===== config.mk =====
export PLATFORM = sky130hd
export DESIGN_NAME = sa_result_drain
export DESIGN_NICKNAME = d
export VERILOG_FILES = /design/src/rtl/sa_result_drain.sv
export SDC_FILE = /design/constraint.sdc
export NUM_CORES = 1
export LEC_CHECK = 0
export ABC_AREA = 1
export BUFFER_PORTS_ARGS = -buffer_cell sky130_fd_sc_hd__buf_2
export CAP_MARGIN = 40
export CORE_MARGIN = 2
export CORE_UTILIZATION = 35
export CTS_CLUSTER_SIZE = 12
export DETAILED_ROUTE_END_ITERATION = 8
export PLACE_DENSITY_LB_ADDON = 0.2
export SLEW_MARGIN = 20
export SYNTH_ARGS = -nofsm -noshare
export SYNTH_HDL_FRONTEND = slang
export SYNTH_SLANG_ARGS = --single-unit

===== constraint.sdc =====
create_clock -name CLK -period 5.8 [get_ports CLK]
set_input_delay 1.16 -clock CLK [delete_from_list [all_inputs] [get_ports CLK]]
set_output_delay 1.16 -clock CLK [all_outputs]
set_load 0.02 [all_outputs]

===== src/rtl/sa_result_drain.sv =====
// Result capture and drain engine for the systolic array: times a run from start to
// comp_done, snapshots the M x K result bus, then streams it row-major over valid/ready.
module sa_result_drain #(
    parameter int M       = 2,
    parameter int K       = 2,
    parameter int DW      = 32,
    parameter int CNT_W   = 32,
    parameter int TIMEOUT = 4096,
    localparam int RW     = ($clog2(M) > 0) ? $clog2(M) : 1,
    localparam int CW     = ($clog2(K) > 0) ? $clog2(K) : 1
) (
    input  logic              CLK,
    input  logic              RST,
    input  logic              start,
    input  logic              comp_done,
    input  logic              arr_error,
    input  logic [M*K*DW-1:0] res_in,
    output logic              out_valid,
    input  logic              out_ready,
    output logic [DW-1:0]     out_data,
    output logic [RW-1:0]     out_row,
    output logic [CW-1:0]     out_col,
    output logic              out_last,
    output logic [CNT_W-1:0]  cycle_count,
    output logic              busy,
    output logic              done,
    output logic [2:0]        err_flags
);

    typedef enum logic [1:0] {IDLE, RUN, DRAIN, DONE} state_t;

    localparam logic [CNT_W-1:0] TO_CNT  = CNT_W'(TIMEOUT);
    localparam logic [RW-1:0]    ROW_MAX = RW'(M - 1);
    localparam logic [CW-1:0]    COL_MAX = CW'(K - 1);

    state_t              state_q, state_d;
    logic [M*K*DW-1:0]   buf_q, buf_d;
    logic [RW-1:0]       row_q, row_d;
    logic [CW-1:0]       col_q, col_d;
    logic [CNT_W-1:0]    cnt_q, cnt_d;
    logic [2:0]          err_q, err_d;
    logic [CNT_W-1:0]    cnt_inc;
    logic                at_last;

    assign cnt_inc = cnt_q + CNT_W'(1);
    assign at_last = (row_q == ROW_MAX) && (col_q == COL_MAX);

    always_ff @(posedge CLK) begin
        if (RST) begin
            state_q <= IDLE;
            buf_q   <= '0;
            row_q   <= '0;
            col_q   <= '0;
            cnt_q   <= '0;
            err_q   <= '0;
        end else begin
            state_q <= state_d;
            buf_q   <= buf_d;
            row_q   <= row_d;
            col_q   <= col_d;
            cnt_q   <= cnt_d;
            err_q   <= err_d;
        end
    end

    always_comb begin
        state_d = state_q;
        buf_d   = buf_q;
        row_d   = row_q;
        col_d   = col_q;
        cnt_d   = cnt_q;
        err_d   = err_q;
        case (state_q)
            IDLE, DONE: begin
                if (start) begin
                    state_d = RUN;
                    cnt_d   = '0;
                    err_d   = '0;
                    row_d   = '0;
                    col_d   = '0;
                end
            end
            RUN: begin
                err_d[0] = err_q[0] | arr_error;
                err_d[2] = err_q[2] | start;
                cnt_d    = cnt_inc;
                // comp_done wins over a timeout landing on the same edge
                if (comp_done) begin
                    buf_d   = res_in;
                    row_d   = '0;
                    col_d   = '0;
                    state_d = DRAIN;
                end else if (cnt_inc == TO_CNT) begin
                    err_d[1] = 1'b1;
                    state_d  = DONE;
                end
            end
            DRAIN: begin
                err_d[0] = err_q[0] | arr_error;
                err_d[2] = err_q[2] | start;
                if (out_ready) begin
                    // element 0 of the buffer is always the one on the bus
                    buf_d = buf_q >> DW;
                    if (at_last) begin
                        state_d = DONE;
                    end else if (col_q == COL_MAX) begin
                        col_d = '0;
                        row_d = row_q + RW'(1);
                    end else begin
                        col_d = col_q + CW'(1);
                    end
                end
            end
            default: state_d = IDLE;
        endcase
    end

    assign out_valid   = (state_q == DRAIN);
    assign out_data    = out_valid ? buf_q[DW-1:0] : '0;
    assign out_row     = out_valid ? row_q : '0;
    assign out_col     = out_valid ? col_q : '0;
    assign out_last    = out_valid && at_last;
    assign cycle_count = cnt_q;
    assign busy        = (state_q == RUN) || (state_q == DRAIN);
    assign done        = (state_q == DONE);
    assign err_flags   = err_q;

endmodule


==> impl_metrics.csv <==
group,metric,value,unit
finish,multiInputGateArea,3984,µm²
placed_design,portBuffers,206,
sta,min_period_over_period,0.6549,
sta,final_hold_viol_count,0,
clocking,tritoncts,"yes",
synthesis,yosys.cell_count.top_type,"sky130_fd_sc_hd__nand2_1",
clocking,cts_max_level,4,
global_routing,use_met3,0.03833,
placed_design,half_perimeter_wire_length_after_placement,17380,µm
synthesis,synth-main-ff-cell,"sky130_fd_sc_hd__dfxtp_1",
sta,skew_final,0.008076,ns
global_routing,gr-max-usage-layer,"met1",
sta,rsz0062_at_grt,"false",
sta,min_cycle_time_layout,3.798,ns
synthesis,syn-mean-instance-area,6.828,µm²
critical_path,critPathMaxFanout,70,
clocking,postCtsHoldBufs,0,
sta,final_critical_path_setup_slack,2.002,ns
finish,seqCellArea,3343,µm²
synthesis,syn-num-nets,1293,
synthesis,synth-seq-cells,167,
finish,n_fill_cell,2364,
synthesis,postSynth.asyncResetShare,0,
clocking,cts-root-buf,"sky130_fd_sc_hd__clkbuf_16",
power_and_ir_drop,leakage,0.004454,µW
synthesis,synthTopCellsByCount,"sky130_fd_sc_hd__nand2_1, sky130_fd_sc_hd__dfxtp_1, sky130_fd_sc_hd__o21ai_0",
min_path,min_delay_path_depth,2,
clocking,clk_transition_reported_paths,0.07,ns
synthesis,synth.top_cell.area_share,0.4243,
critical_path,cp.required,4.64,ns
power_and_ir_drop,power-per-cell-area,455.2,nW/µm²
critical_path,r2r_cells,9,
sta,worst-slew-pin-transition,0.7856,ns
critical_path,cpPeakStageDelay,0.68,ns
placed_design,post-place-ws,2.074,ns
synthesis,synth_cell_types,33,
floorplan,dieWidth,154.1,µm
detailed_routing,drtIter0Drc,551,
synthesis,synth_cell_area,7880,µm²
detailed_routing,route.detailed.drc,0,
critical_path,cp_cell_sequence,"inv_1, ha_4, buf_4, nand2_1, inv_1, buf_2",
critical_path,cpMaxStageDelayCell,"sky130_fd_sc_hd__buf_4",
finish,finalNetCount,1455,
floorplan,placementRows,54,
synthesis,synth_enable_flop_cells,0,
clocking,clock_insertion_delay_worst_skew,0.43,ns
clocking,tritoncts.num_buffers,17,
sta,final.setup.tns,0,ns
finish,syn2layout_area_growth,24.18,%
floorplan,design.die.area,23730,µm²
detailed_routing,drt-vias-per-instance,4.980,
global_routing,gr-usage-met2,0.2780,
global_routing,antenna_violations_before_repair,0,
global_routing,overflow,0,
finish,drive_gt1_frac,0.2175,
floorplan,core_region_area,21960,µm²
synthesis,synth_warnings,0,
sta,final-setup-viol-count,0,
detailed_routing,routed_wl,25050,µm
sta,maxSlewViolCount,0,
finish,antenna-diode-count,0,
critical_path,cp.arrival,2.64,ns
floorplan,effective_utilization_at_floorplan,0.3589,
synthesis,synth_largest_area_cell,"sky130_fd_sc_hd__dfxtp_1",
detailed_routing,drtPass1Iterations,5,
global_routing,grt_max_degree,81,
job,max_cap_viol_count,0,
critical_path,timing.setup.critical_path_class,"reg2out",
global_routing,grt_pass1_wl,39010,µm
synthesis,netlist_instances,1154,
sta,worst_slew_margin_rel,0.4757,
detailed_routing,antenna_left,0,
global_routing,grtUsageTotal,0.2062,
placed_design,finalWeightedCongestion,0.8677,
clocking,cts_max_path_buffers,2,
power_and_ir_drop,max_rail_drop_vdd,0.2343,mV
critical_path,critical_path_most_common_cell,"sky130_fd_sc_hd__inv_1",
critical_path,timing.critical_path.to_type,"output pin",
sta,timing.fmax,263.3,MHz
synthesis,synth_area_leaders,"sky130_fd_sc_hd__dfxtp_1, sky130_fd_sc_hd__nand2_1, sky130_fd_sc_hd__a31oi_1",
detailed_routing,routed_wire_length_per_instance,15.57,µm
synthesis,fraction_of_the_yosys_area_taken_by_sequential_cells,0.4243,
floorplan,die_height,154.1,µm
global_routing,use_met1,0.3272,
clocking,post_cts_sizing_count,0,
global_routing,number_of_global_route_vias_before_repair,7153,
min_path,hold_path.class,"reg2reg",
clocking,cts_setup_buffers,0,
clocking,tritoncts_num_sinks,167,
run_status,run_status,"completed",
critical_path,start_kind,"flop",
floorplan,floorplan.io_pins,207,
detailed_routing,num_vias,8013,
## report_power, final
part / leakage [µW] / switching, µW / internal, µW / total, µW
Combinational: 0.00278 / 978 / 473 / 1450
Clock: 0.000310 / 531 / 700 / 1230
Sequential: 0.00137 / 228 / 1550 / 1770
## final cells by class
type                            instances  share of cell area
Sequential cell                       167              0.3416
Clock buffer                           17             0.04347
Tap cell                              280             0.03580
Inverter                               76             0.02928
Clock inverter                         15             0.02122
Timing Repair Buffer                  219              0.1215
Multi-Input combinational cell        835              0.4071
## registers in the layout, summed over array words and instances (netlist names)
register,cells
row_q,1
buf_q,128
state_q,2
err_flags,3
col_q,1
cycle_count,32
## kinds of logic after synthesis
family                   Yosys count  share of synthesized area
AND/OR/NAND/NOR                  550                     0.2864
AO/OA/AOI/OAI                    273                     0.1996
flip-flops                       167                     0.4243
buffers and inverters            152                    0.07399
XOR/XNOR                           7                   0.007780
adder cells (fa/ha/maj)            5                   0.007939
## final timing paths
path / from / endpoint / slack (ns)
worst max-delay path: state_q[0] / out_data[29] / 2.00
worst max register to register: state_q[0] / buf_q[49] / 2.67
worst min-delay path: buf_q[92] / buf_q[60] / 0.46
worst min register to register: buf_q[92] / buf_q[60] / 0.46
## stage by stage
stage / utilization / cell area (µm²) / instances / total power [µW] / hold slack (ns)
finish: 0.4456 / 9786 / 1609 / 4454 / 0.4619
global route: 0.4456 / 9786 / 1609 / 4753 / 0.4923
global placement: 0.4123 / 9052 / 1572 / 3145 / 0.4566
floorplan: - / 7880 / 1154 / 2760 / 0.4469
CTS: 0.4444 / 9758 / 1608 / 4443 / 0.4679
detailed placement: 0.4156 / 9125 / 1576 / 3201 / 0.4582
## routing by layer
metal / vias to the layer above / routed length [µm]
met4: 0 / 289
met5: - / 0
met3: 21 / 1435
met1: 3622 / 13150
li1: 4130 / -
met2: 240 / 10180
## worst max-delay path: cells and delay by family (launching register included)
kind	cells	cell delay, ns
adder cells (fa/ha/maj)	1	0.66
AND/OR/NAND/NOR	1	0.14
buffers and inverters	4	1.04
flip-flops	1	0.33
## placed cells by master (no fill, tap or decap), types with 2 or more instances in the layout
master,synthesis,layout
sky130_fd_sc_hd__a22oi_1,32,32
sky130_fd_sc_hd__nor2_4,5,5
sky130_fd_sc_hd__o21ai_1,4,4
sky130_fd_sc_hd__nand2_2,4,4
sky130_fd_sc_hd__inv_8,0,4
sky130_fd_sc_hd__nand3b_1,7,7
sky130_fd_sc_hd__a31oi_1,96,96
sky130_fd_sc_hd__buf_4,0,8
sky130_fd_sc_hd__o21ai_0,102,102
sky130_fd_sc_hd__nand2_4,2,2
sky130_fd_sc_hd__buf_2,1,206
sky130_fd_sc_hd__nand3_1,18,18
sky130_fd_sc_hd__ha_1,5,4
sky130_fd_sc_hd__inv_6,0,5
sky130_fd_sc_hd__xnor2_1,2,2
sky130_fd_sc_hd__inv_1,72,70
sky130_fd_sc_hd__clkbuf_16,0,17
sky130_fd_sc_hd__or2_2,5,5
sky130_fd_sc_hd__nor2_1,91,90
sky130_fd_sc_hd__clkinv_2,0,2
sky130_fd_sc_hd__xor2_1,5,5
sky130_fd_sc_hd__bufinv_16,0,3
sky130_fd_sc_hd__a21oi_1,38,36
sky130_fd_sc_hd__nor2_2,7,8
sky130_fd_sc_hd__buf_12,0,2
sky130_fd_sc_hd__nand2_1,401,401
sky130_fd_sc_hd__buf_8,1,2
sky130_fd_sc_hd__nand4_1,2,2
sky130_fd_sc_hd__dfxtp_1,167,167
sky130_fd_sc_hd__inv_2,4,5
sky130_fd_sc_hd__nand3_2,2,2
Power figures use the tool's default switching activity.
